--- src/rtl/bas_search_ctrl.sv ---
// bas_search_ctrl: iteration controller for fixed-point Beetle Antennae Search.
// Seeds the direction LFSR, samples one direction per iteration, presents the
// left/right antenna candidates to an external evaluator and steps the beetle
// toward the lower-fitness antenna with a step that shrinks as iterations pass.
// Optional feature macro: BAS_BEST_TRACK_EN (track best candidate and fitness).
module bas_search_ctrl #(
  parameter int unsigned N_ITER      = 64,
  parameter int unsigned D_SHIFT     = 2,
  parameter int unsigned STEP_SHIFT0 = 1,
  parameter int unsigned DECAY_LOG2  = 3
) (
  input  logic               clk_i,
  input  logic               rst_ni,
  input  logic               start_i,
  input  logic signed [15:0] init_x_i,
  input  logic signed [15:0] init_y_i,
  input  logic [8:0]         seed_x_i,
  input  logic [8:0]         seed_y_i,
  output logic               lfsr_load_o,
  output logic [8:0]         lfsr_seed_x_o,
  output logic [8:0]         lfsr_seed_y_o,
  input  logic [8:0]         dir_x_i,
  input  logic [8:0]         dir_y_i,
  output logic signed [15:0] cand_x_o,
  output logic signed [15:0] cand_y_o,
  output logic               cand_valid_o,
  output logic               cand_side_o,
  input  logic               fit_valid_i,
  input  logic signed [15:0] fit_value_i,
  output logic signed [15:0] pos_x_o,
  output logic signed [15:0] pos_y_o,
  output logic [15:0]        iter_o,
  output logic               busy_o,
  output logic               done_o,
  output logic signed [15:0] best_x_o,
  output logic signed [15:0] best_y_o,
  output logic signed [15:0] best_fit_o
);

  typedef enum logic [2:0] {
    S_IDLE, S_SEED, S_SAMPLE, S_EVAL_L, S_EVAL_R, S_UPDATE, S_DONE
  } state_e;

  state_e             state_q;
  logic signed [15:0] pos_x_q, pos_y_q;
  logic [15:0]        iter_q;
  logic [8:0]         seed_x_q, seed_y_q;
  logic [8:0]         dir_x_q, dir_y_q;
  logic signed [15:0] cand_x_q, cand_y_q;
  logic               cand_valid_q, cand_side_q;
  logic signed [15:0] f_l_q, f_r_q;
  logic               lfsr_load_q, busy_q, done_q;

  logic signed [15:0] samp_ext_x, samp_ext_y;
  logic signed [15:0] dir_ext_x, dir_ext_y;
  logic signed [15:0] step_x, step_y;
  logic [16:0]        sh_sum;
  logic [3:0]         sh;
  logic signed [15:0] cand_l_x_d, cand_l_y_d, cand_r_x_d, cand_r_y_d;
  logic signed [15:0] pos_x_d, pos_y_d;
  logic [15:0]        iter_d;
  logic               fit_accept;

  // Clamp a 17-bit signed result into the 16-bit range.
  function automatic logic signed [15:0] sat16(input logic signed [16:0] s);
    if (s[16] != s[15]) return s[16] ? 16'sh8000 : 16'sh7FFF;
    return s[15:0];
  endfunction

  function automatic logic signed [15:0] sat_add(input logic signed [15:0] a,
                                                 input logic signed [15:0] b);
    logic signed [16:0] s;
    s = 17'(a) + 17'(b);
    return sat16(s);
  endfunction

  function automatic logic signed [15:0] sat_sub(input logic signed [15:0] a,
                                                 input logic signed [15:0] b);
    logic signed [16:0] s;
    s = 17'(a) - 17'(b);
    return sat16(s);
  endfunction

  // Offsets, decaying step and the saturated candidate / next positions.
  always_comb begin
    // Left candidate is formed from the live LFSR value as it is being sampled.
    samp_ext_x = {{7{dir_x_i[8]}}, dir_x_i};
    samp_ext_y = {{7{dir_y_i[8]}}, dir_y_i};
    dir_ext_x  = {{7{dir_x_q[8]}}, dir_x_q};
    dir_ext_y  = {{7{dir_y_q[8]}}, dir_y_q};
    sh_sum     = 17'(STEP_SHIFT0) + 17'(iter_q >> DECAY_LOG2);
    sh         = (sh_sum > 17'd15) ? 4'd15 : sh_sum[3:0];
    step_x     = dir_ext_x >>> sh;
    step_y     = dir_ext_y >>> sh;
    cand_l_x_d = sat_add(pos_x_q, samp_ext_x >>> D_SHIFT);
    cand_l_y_d = sat_add(pos_y_q, samp_ext_y >>> D_SHIFT);
    cand_r_x_d = sat_sub(pos_x_q, dir_ext_x >>> D_SHIFT);
    cand_r_y_d = sat_sub(pos_y_q, dir_ext_y >>> D_SHIFT);
    pos_x_d    = pos_x_q;
    pos_y_d    = pos_y_q;
    if (f_l_q < f_r_q) begin
      pos_x_d = sat_add(pos_x_q, step_x);
      pos_y_d = sat_add(pos_y_q, step_y);
    end else if (f_l_q > f_r_q) begin
      pos_x_d = sat_sub(pos_x_q, step_x);
      pos_y_d = sat_sub(pos_y_q, step_y);
    end
    iter_d     = iter_q + 16'd1;
    fit_accept = cand_valid_q && fit_valid_i &&
                 ((state_q == S_EVAL_L) || (state_q == S_EVAL_R));
  end

  // Main search FSM with all outputs registered.
  always_ff @(posedge clk_i or negedge rst_ni) begin
    if (!rst_ni) begin
      state_q      <= S_IDLE;
      pos_x_q      <= '0;
      pos_y_q      <= '0;
      iter_q       <= '0;
      seed_x_q     <= '0;
      seed_y_q     <= '0;
      dir_x_q      <= '0;
      dir_y_q      <= '0;
      cand_x_q     <= '0;
      cand_y_q     <= '0;
      cand_valid_q <= 1'b0;
      cand_side_q  <= 1'b0;
      f_l_q        <= '0;
      f_r_q        <= '0;
      lfsr_load_q  <= 1'b0;
      busy_q       <= 1'b0;
      done_q       <= 1'b0;
    end else begin
      lfsr_load_q <= 1'b0;
      done_q      <= 1'b0;
      case (state_q)
        S_IDLE: begin
          if (start_i) begin
            pos_x_q     <= init_x_i;
            pos_y_q     <= init_y_i;
            seed_x_q    <= seed_x_i;
            seed_y_q    <= seed_y_i;
            iter_q      <= '0;
            busy_q      <= 1'b1;
            lfsr_load_q <= 1'b1;
            state_q     <= S_SEED;
          end
        end
        S_SEED: state_q <= S_SAMPLE;
        S_SAMPLE: begin
          dir_x_q      <= dir_x_i;
          dir_y_q      <= dir_y_i;
          cand_x_q     <= cand_l_x_d;
          cand_y_q     <= cand_l_y_d;
          cand_side_q  <= 1'b0;
          cand_valid_q <= 1'b1;
          state_q      <= S_EVAL_L;
        end
        S_EVAL_L: begin
          if (fit_valid_i) begin
            f_l_q       <= fit_value_i;
            cand_x_q    <= cand_r_x_d;
            cand_y_q    <= cand_r_y_d;
            cand_side_q <= 1'b1;
            state_q     <= S_EVAL_R;
          end
        end
        S_EVAL_R: begin
          if (fit_valid_i) begin
            f_r_q        <= fit_value_i;
            cand_valid_q <= 1'b0;
            state_q      <= S_UPDATE;
          end
        end
        S_UPDATE: begin
          pos_x_q <= pos_x_d;
          pos_y_q <= pos_y_d;
          iter_q  <= iter_d;
          if (iter_d == 16'(N_ITER)) begin
            done_q  <= 1'b1;
            state_q <= S_DONE;
          end else begin
            state_q <= S_SAMPLE;
          end
        end
        S_DONE: begin
          busy_q  <= 1'b0;
          state_q <= S_IDLE;
        end
        default: state_q <= S_IDLE;
      endcase
    end
  end

`ifdef BAS_BEST_TRACK_EN
  logic signed [15:0] best_x_q, best_y_q, best_fit_q;

  // Strict-improvement tracker: ties keep the earlier candidate.
  always_ff @(posedge clk_i or negedge rst_ni) begin
    if (!rst_ni) begin
      best_x_q   <= '0;
      best_y_q   <= '0;
      best_fit_q <= '0;
    end else if ((state_q == S_IDLE) && start_i) begin
      best_fit_q <= 16'sh7FFF;
    end else if (fit_accept && (fit_value_i < best_fit_q)) begin
      best_fit_q <= fit_value_i;
      best_x_q   <= cand_x_q;
      best_y_q   <= cand_y_q;
    end
  end

  assign best_x_o   = best_x_q;
  assign best_y_o   = best_y_q;
  assign best_fit_o = best_fit_q;
`else
  logic started_q;

  // Only remembers that a run has been started; best_* just mirror pos.
  always_ff @(posedge clk_i or negedge rst_ni) begin
    if (!rst_ni)                          started_q <= 1'b0;
    else if ((state_q == S_IDLE) && start_i) started_q <= 1'b1;
  end

  assign best_x_o   = pos_x_q;
  assign best_y_o   = pos_y_q;
  assign best_fit_o = started_q ? 16'sh7FFF : 16'sh0000;
`endif

  assign lfsr_load_o   = lfsr_load_q;
  assign lfsr_seed_x_o = seed_x_q;
  assign lfsr_seed_y_o = seed_y_q;
  assign cand_x_o      = cand_x_q;
  assign cand_y_o      = cand_y_q;
  assign cand_valid_o  = cand_valid_q;
  assign cand_side_o   = cand_side_q;
  assign pos_x_o       = pos_x_q;
  assign pos_y_o       = pos_y_q;
  assign iter_o        = iter_q;
  assign busy_o        = busy_q;
  assign done_o        = done_q;

endmodule

--- config.mk ---
export PLATFORM = sky130hd
export DESIGN_NAME = bas_search_ctrl
export DESIGN_NICKNAME = d
export VERILOG_FILES = /design/src/rtl/bas_search_ctrl.sv
export SDC_FILE = /design/constraint.sdc
export NUM_CORES = 1
export LEC_CHECK = 0
export CAP_MARGIN = 15
export CORE_AREA = 2 2 145 204
export DETAILED_ROUTE_END_ITERATION = 10
export DIE_AREA = 0 0 147 206
export MAX_ROUTING_LAYER = met4
export PLACE_DENSITY = 0.85
export SYNTH_ARGS = -nofsm -noshare
export SYNTH_HDL_FRONTEND = slang
export SYNTH_SLANG_ARGS = --single-unit
export TNS_END_PERCENT = 1
--- constraint.sdc ---
create_clock -name clk_i -period 9.4 [get_ports clk_i]
set_clock_uncertainty 0.05 [all_clocks]
set_input_delay 0.94 -clock clk_i [delete_from_list [all_inputs] [get_ports clk_i]]
set_output_delay 0.94 -clock clk_i [all_outputs]
set_load 0.02 [all_outputs]
==> reports/metrics.yaml, run 1 <==
status: "completed"
vias: 15680
relSlewSlack_pct: 25.49
root_buffer: "clkbuf_16"
cpMaxStageDelayCell: "nor4_2"
synth_cell_types: 92
diodes: 0
setup_viol: 0
critical_path_class: "reg -> reg"
die_w_microns: 147
hold_viol: 0
cts_resized: 0
maxCapViolCount: 0
synth_top_cell_by_area: "dfrtp_1"
ys_warn_count: 0
netlist_instances: 1890
required_ns: 9.67
antenna_found_initial: 0
timing.hold.ws_ns: 0.4318
synth_common_cells: "nand2_1, a21oi_1, dfrtp_1"
clock_latency_ns: 0.47
synth_top_area_share_pct: 25.34
gp_congestion: 1.000
end_kind: "flop"
die_y_microns: 206
rsz0062_at_grt: "false"
synth.most_common_cell: "nand2_1"
final_nets: 2250
grt_overflow: 0
async_flop_share_pct: 100.0
synth_edf_count: 0
wl_per_cell_microns: 21.87
drtPass1Iterations: 9
syn_area_sq_um: 15500
drc_errors: 0
maxSlewViolCount: 0
fin_crit_ns: 6.528
cts_buffers: 17
dr.first_iter.drc_count: 1228
min_period_over_period_pct: 69.44
area_growth_pct: 18.03
start_kind: "flop"
start_util_pct: 54.01
vias_per_cell: 6.507
io_pins: 239
cts_setup_buffers: 0
core_region_area_sq_um: 28700
drive_gt1_share_pct: 6.700
rows: 74
timing.fmax_mhz: 153.2
syn_nets: 2122
tightest_slew_ns: 1.118
postRouteAntennaNets: 0
grt_pass1_wl_microns: 81460
worstPathCellList: "ha_1 -> nand3_1 -> nor3_1 -> mux2i_1 -> o211ai_4 -> nor4_2 -> nand2_1 -> nand2_1 -> o21ai_0 -> ha_1 -> nor2b_1 -> nor4_1 -> a211oi_1 -> o21bai_1 -> and3_1 -> a21oi_1 -> a31oi_1 -> o311ai_0"
cp_slowest_stage_delay_ns: 0.93
cts_hold_buf: 0
grtUsageTotal_pct: 35.10
die_area_sq_um: 30280
ys_top_cells_by_area: "dfrtp_1, ha_1, a21oi_1"
portBuffers: 237
grt_pass1_vias: 15390
cts_sinks: 157
critical_path.top_delay_family: "simple AND/OR/NAND/NOR gates"
worstPathArrival_ns: 6.80
crit_buf_inv: 0
clkTransAtPathRegs_ns: 0.07
avgSynthCellArea_sq_um: 8.202
cp_max_fo: 11
place_hpwl_microns: 39770
hold_class: "reg -> reg"
grt_max_degree: 90
ys_ff_latch: 157
cts_tree: "built"
fin_tns_setup_ns: 0
seq_area_frac_synth_pct: 25.34
synthFlopType: "dfrtp_1"
htreeDepth: 4
cts_buffer_depth: 2
finalWirelength_microns: 52710
==> final timing paths <==
path	start	endpoint	slack, ns	cells after the start
setup reg to reg	iter_o[4]	best_x_o[8]	2.87	18
hold / removal	cand_y_o[0]	cand_y_o[0]	0.43	2
min in group asynchronous	rst_ni	f_r_q[5]	0.51	1
hold reg to reg	cand_y_o[0]	cand_y_o[0]	0.43	2
setup / recovery	iter_o[4]	best_x_o[8]	2.87	18
max in group asynchronous	rst_ni	best_y_o[12]	7.25	2
==> tightest hold or removal path, stage by stage (launching register included) <==
cell     delay [ns]
dfrtp_1        0.34
nand2_1        0.05
o31ai_1        0.05
==> routing by layer <==
| layer | global-route usage [%] | part of all wire, % |
|---|---|---|
| met1 | 36.30 | 36 |
| met2 | 61.65 | 50 |
| met3 | 4.901 | 5.8 |
| met4 | 24.73 | 8.1 |
| met5 | - | 0 |
==> final cells by class <==
type | instances | area [sq um]
Timing Repair Buffer | 254 | 2506
Fill cell | 2549 | 10410
Tap cell | 380 | 475.5
Clock inverter | 10 | 127.6
Clock buffer | 21 | 460.4
Multi-Input combinational cell | 1507 | 10500
Sequential cell | 157 | 3929
Inverter | 81 | 304.0
==> metrics by stage <==
| step | instance area, sq um | std cells | util, % | setup slack (ns) |
|---|---|---|---|---|
| after detailed placement | 17680 | 2376 | 61.60 | 3.081 |
| final | 18300 | 2410 | 63.75 | 2.872 |
| after CTS | 18270 | 2407 | 63.65 | 3.009 |
| after global routing | 18300 | 2410 | 63.75 | 2.274 |
| after global placement | 17680 | 2376 | 61.60 | 3.290 |
| after floorplan | 15500 | 1890 | - | 3.947 |
==> cells in the final DEF, fill, tap and decap left out, types with 31 or more instances in the layout <==
master / count
inv_1: 81
ha_1: 136
o31ai_1: 31
dfrtp_1: 157
a21oi_1: 162
nor2b_1: 31
nor3_1: 41
mux2_2: 39
nand2_1: 173
nor2_1: 127
nand3_1: 44
and3_1: 39
a21o_1: 39
o21ai_0: 123
clkdlybuf4s50_1: 236
xnor2_1: 74
==> sequential cells by signal (all words and copies together), names as in the netlist, 3 cells and up <==
name and flops:
best_x_o 16, best_y_o 16, cand_x_o 16, cand_y_o 16
f_l_q 16, f_r_q 16, iter_o 16, dir_x_q 9
dir_y_q 9, lfsr_seed_x_o 9, lfsr_seed_y_o 9, state_q 3
==> cell families after synthesis <==
| kind of cell | count (synthesis) | synth area share, % |
|---|---|---|
| AO/OA/AOI/OAI | 634 | 27.68 |
| XOR/XNOR | 98 | 5.537 |
| adder cells (fa/ha/maj) | 145 | 12.07 |
| buffers and inverters | 226 | 7.062 |
| flip-flops | 157 | 25.34 |
| multiplexers | 60 | 4.270 |
| other | 1 | 0.02419 |
| AND/OR/NAND/NOR | 569 | 18.01 |
Power of run 1 is not shown: default switching activity piles up to over one toggle a cycle in this logic, so the estimate is an artifact.
==> run 2, diff against run 1 <==
==> constraint.sdc (replaced) <==
create_clock -name clk_i -period 6.1 [get_ports clk_i]
set_clock_uncertainty 0.05 [all_clocks]
set_input_delay 0.61 -clock clk_i [delete_from_list [all_inputs] [get_ports clk_i]]
set_output_delay 0.61 -clock clk_i [all_outputs]
set_load 0.02 [all_outputs]
==> run 2 against run 1 <==
Net effect:
- utilization increased by 0.46 points
- final cell count increased by 0.37%
- worst setup slack got worse by 2.6 ns
- cell area increased by 0.73%
- critical path type unchanged
- fmax increased by 12%
- first-iteration DRC count decreased by 16%
- critical path depth increased by 2
- critical endpoint is now cand_x_o[7]
- global-route usage increased by 0.23 points
- register-to-register slack got worse by 2.6 ns
- clock-buffer cell count decreased by 4
==> reports/metrics.yaml, run 2 (synthesis gave the netlist of run 1 again) <==
grt_pass1_vias: 15070
rows: 74
fin_crit_ns: 5.829
hold_class: "in -> async"
critical_path_class: "reg -> reg"
status: "completed"
setup_ws_ns: 0.2713
timing.fmax_mhz: 171.6
postRouteAntennaNets: 0
reg2reg_to: "cand_x_o[7]"
grt_pass1_wl_microns: 81800
die_area_sq_um: 30280
rsz0062_at_grt: "true"
drc_errors: 0
tightest_slew_ns: 1.144
hold_viol: 0
start_util_pct: 54.01
final_common_cell: "clkdlybuf4s50_1"
htreeDepth: 4
place_worst_setup_slack_ns: 0.2669
cts_buffer_depth: 2
dr.first_iter.drc_count: 1026
fin_tns_setup_ns: 0
drtPass1Iterations: 5
vias: 15560
required_ns: 6.40
grt_max_degree: 99
portBuffers: 237
cts_buffers: 17
cts_setup_buffers: 0
grt_overflow: 0
setup_viol: 0
finalWirelength_microns: 52300
io_pins: 239
cts_sinks: 157
relSlewSlack_pct: 23.65
start_kind: "flop"
area_growth_pct: 18.89
end_kind: "flop"
drive_gt1_share_pct: 7.602
r2r_slack_ns: 0.27
final_nets: 2258
vias_per_cell: 6.431
clkTransAtPathRegs_ns: 0.08
antenna_found_initial: 0
fillCellCount: 2486
r2r_start: "iter_o[4]"
maxSlewViolCount: 0
die_y_microns: 206
clock_latency_ns: 0.46
min_period_over_period_pct: 95.55
core_region_area_sq_um: 28700
reg2regPathDepth: 20
maxCapViolCount: 0
cp_max_fo: 11
cts_hold_buf: 0
root_buffer: "clkbuf_16"
grtUsageTotal_pct: 35.33
final_cell_mix: "clkdlybuf4s50_1, nand2_1, a21oi_1, dfrtp_1, ha_1"
gp_congestion: 0.9927
worstPathArrival_ns: 6.12
wl_per_cell_microns: 21.62
place_hpwl_microns: 39850
diodes: 0
die_w_microns: 147
finalCoreUtilization_pct: 64.21
cts_tree: "built"
run 2: per-layer routing:
| layer | share of wire (%) | vias to the layer above | track usage [%] |
|---|---|---|---|
| li1 | - | 7185 | - |
| met1 | 37 | 7531 | 37.83 |
| met2 | 53 | 653 | 63.92 |
| met3 | 5.0 | 188 | 3.819 |
| met4 | 5.8 | 0 | 19.64 |
| met5 | 0 | - | - |
run 2: worst max-delay path by stage:
stage / from / endpoint
floorplan: iter_o[4] / best_y_o[6]
detailed placement: iter_o[5] / best_x_o[8]
CTS: iter_o[5] / best_x_o[2]
global placement: iter_o[5] / best_x_o[2]
global route: iter_o[3] / best_y_o[6]
finish: iter_o[4] / cand_x_o[7]
run 2: layout make-up:
| class | instances | area [sq um] | area share (%) |
|---|---|---|---|
| multi-input combinational | 1507 | 10530 | 57.15 |
| sequential | 157 | 3930 | 21.32 |
| timing repair buffer | 262 | 2574 | 13.96 |
| tap | 380 | 475.5 | 2.580 |
| clock buffer | 17 | 425.4 | 2.308 |
| inverter | 81 | 304.0 | 1.650 |
| clock inverter | 15 | 188.9 | 1.025 |
run 2: what timing repair did:
item	in CTS	in global routing
resized for setup	0	11
hold endpoints to repair	0	0
endpoints found under the setup margin	0	35
run 2: worst max-delay path, cell delays in order (launching register included):
cell	delay, ns
dfrtp_1	0.39
buf_4	0.18
and4_1	0.20
and2_1	0.21
nor4b_1	0.37
a31oi_1	0.18
buf_4	0.23
nor3_2	0.42
nand2_1	0.32
o31a_1	0.44
fa_1	0.47
o21bai_2	0.18
a221oi_2	0.10
o21ai_0	0.16
buf_4	0.17
a31o_2	0.20
or4b_4	0.51
nor3b_1	0.16
buf_4	0.20
a32o_1	0.26
a311o_1	0.31
run 2: per-stage QoR:
step | std cells | area [sq um] | hold slack [ns]
5_1_grt | 2419 | 18430 | 0.2909
2_1_floorplan | 1890 | 15500 | 0.2644
4_1_cts | 2418 | 18380 | 0.2494
3_3_place_gp | 2386 | 17770 | 0.4095
6_report | 2419 | 18430 | 0.2140
3_5_place_dp | 2386 | 17770 | 0.4152
Power of run 2 is left out for the same reason.
==> run 3, diff against run 2 <==
--- a/config.mk
+++ b/config.mk
@@ -11,6 +11,7 @@
 export DIE_AREA = 0 0 147 206
 export MAX_ROUTING_LAYER = met4
 export PLACE_DENSITY = 0.85
+export REMOVE_ABC_BUFFERS = 1
 export SYNTH_ARGS = -nofsm -noshare
 export SYNTH_HDL_FRONTEND = slang
 export SYNTH_SLANG_ARGS = --single-unit
==> run 3 against run 2 <==
Net effect:
- first-iteration DRC count is 6.8% higher
- via count fell by 0.50%
- global-route usage down 1.7 points
- fmax rose by 0.39%
- final cell count is 0.29% higher
- die area did not move
- hold slack got worse by 0.067 ns
- worst setup slack gained 0.023 ns
- utilization rose by 0.21 points
- highest routed layer unchanged
==> reports/metrics.yaml, run 3 (synthesis gave the netlist of run 1 again) <==
final_cell_mix: "clkdlybuf4s50_1, nand2_1, a21oi_1, dfrtp_1, ha_1"
vias: 15480
r2r_slack_ns: 0.29
vias_per_cell: 6.380
antenna_found_initial: 2
dr.first_iter.drc_count: 1096
finalWirelength_microns: 50140
clkTransAtPathRegs_ns: 0.07
start_kind: "flop"
rows: 74
drtPass1Iterations: 5
crit_buf_inv: 2
die_area_sq_um: 30280
end_kind: "flop"
area_growth_pct: 19.28
critical_path_class: "reg -> reg"
min_period_over_period_pct: 95.18
cts_hold_buf: 0
tightest_slew_ns: 1.071
route.top_layer_used: "met4"
final_common_cell: "clkdlybuf4s50_1"
cts_buffer_depth: 2
drc_errors: 0
worstPathArrival_ns: 6.10
cp_slowest_stage_delay_ns: 0.51
hold_class: "in -> async"
maxSlewViolCount: 0
gp_congestion: 0.9804
grtUsageTotal_pct: 33.64
final_nets: 2263
die_y_microns: 206
cts_buffers: 17
timing.fmax_mhz: 172.2
critical_path.top_delay_family: "compound AO/OA/AOI/OAI gates"
start_util_pct: 54.01
cpMaxStageDelayCell: "or4b_4"
hold_viol: 0
cp_max_fo: 11
reg2reg_to: "cand_x_o[7]"
postRouteAntennaNets: 0
grt_max_degree: 82
place_hpwl_microns: 37620
root_buffer: "clkbuf_16"
status: "completed"
wl_per_cell_microns: 20.67
die_w_microns: 147
wl_met3_microns: 2572
grt_pass1_wl_microns: 78350
io_pins: 239
maxCapViolCount: 0
setup_viol: 0
portBuffers: 237
grt_overflow: 0
cts_sinks: 157
grt_pass1_vias: 15080
timing.hold.ws_ns: 0.1473
fin_crit_ns: 5.806
reg2regPathDepth: 21
drive_gt1_share_pct: 7.930
cts_setup_buffers: 0
r2r_start: "iter_o[3]"
htreeDepth: 4
relSlewSlack_pct: 28.44
cts_resized: 0
cts_tree: "built"
clock_latency_ns: 0.47
worstPathCellList: "ha_1 -> nand3_2 -> nor3_4 -> mux2i_2 -> o211a_1 -> nand2_1 -> a22oi_1 -> o21ai_0 -> a211o_1 -> ha_1 -> fa_1 -> o21bai_2 -> a221oi_2 -> o21ai_0 -> buf_4 -> a31o_2 -> or4b_4 -> nor3b_1 -> buf_4 -> a32o_1 -> a311o_1"
required_ns: 6.39
routedLengthMet1_microns: 18830
core_region_area_sq_um: 28700
routed-wl-met2_microns: 25950
## run 3: changes by cell type in the layout (fill, tap and decap cells not counted), sizes merged
cell | previous run | this run
buf | 26 | 31
clkinv | 7 | 4
diode | 0 | 3
bufinv | 0 | 2
## run 3: final cells by class
| class | instances | area (sq um) |
|---|---|---|
| flip-flops and latches | 157 | 3929 |
| multi-input cells | 1507 | 10570 |
| clock buffers | 17 | 425.4 |
| diodes | 3 | 7.507 |
| clock inverters | 14 | 178.9 |
| well taps | 380 | 475.5 |
| fillers | 2460 | 10210 |
| repair buffers | 267 | 2599 |
| inverters | 81 | 304.0 |
## run 3: how the worst max path moves through the flow
stage,slack (ns),depth (start not counted),endpoint,start
floorplan,-0.40,19,best_y_o[6],iter_o[3]
global placement,0.36,19,best_y_o[4],iter_o[3]
detailed placement,0.16,18,best_x_o[10],iter_o[3]
CTS,0.12,19,best_y_o[4],iter_o[3]
global route,-0.05,19,best_y_o[10],iter_o[3]
finish,0.29,21,cand_x_o[7],iter_o[3]
## run 3: metrics by stage
| stage | utilization [%] | setup TNS (ns) | instances | setup WS, ns | instance area, sq um |
|---|---|---|---|---|---|
| detailed placement | 62.01 | 0 | 2391 | 0.1580 | 17800 |
| global placement | 62.01 | 0 | 2391 | 0.3626 | 17800 |
| finish | 64.42 | 0 | 2426 | 0.2941 | 18490 |
| CTS | 64.11 | 0 | 2422 | 0.1189 | 18400 |
| global route | 64.42 | -0.09049 | 2425 | -0.04605 | 18490 |
| floorplan | - | -6.467 | 1745 | -0.4029 | 14710 |
## run 3: worst reg2reg max path, stage by stage, from the launching register on
cell	delay, ns
dfrtp_1	0.38
ha_1	0.26
nand3_2	0.19
nor3_4	0.27
mux2i_2	0.35
o211a_1	0.28
nand2_1	0.19
a22oi_1	0.22
o21ai_0	0.21
a211o_1	0.35
ha_1	0.22
fa_1	0.42
o21bai_2	0.20
a221oi_2	0.10
o21ai_0	0.15
buf_4	0.17
a31o_2	0.21
or4b_4	0.51
nor3b_1	0.16
buf_4	0.23
a32o_1	0.25
a311o_1	0.31
## run 3: layer usage
layer / up-vias / GRT usage, %
li1: 7193 / -
met2: 656 / 59.32
met4: 0 / 20.30
met1: 7444 / 36.35
met3: 186 / 4.128
met5: - / -
Power of run 3 is left out for the same reason.
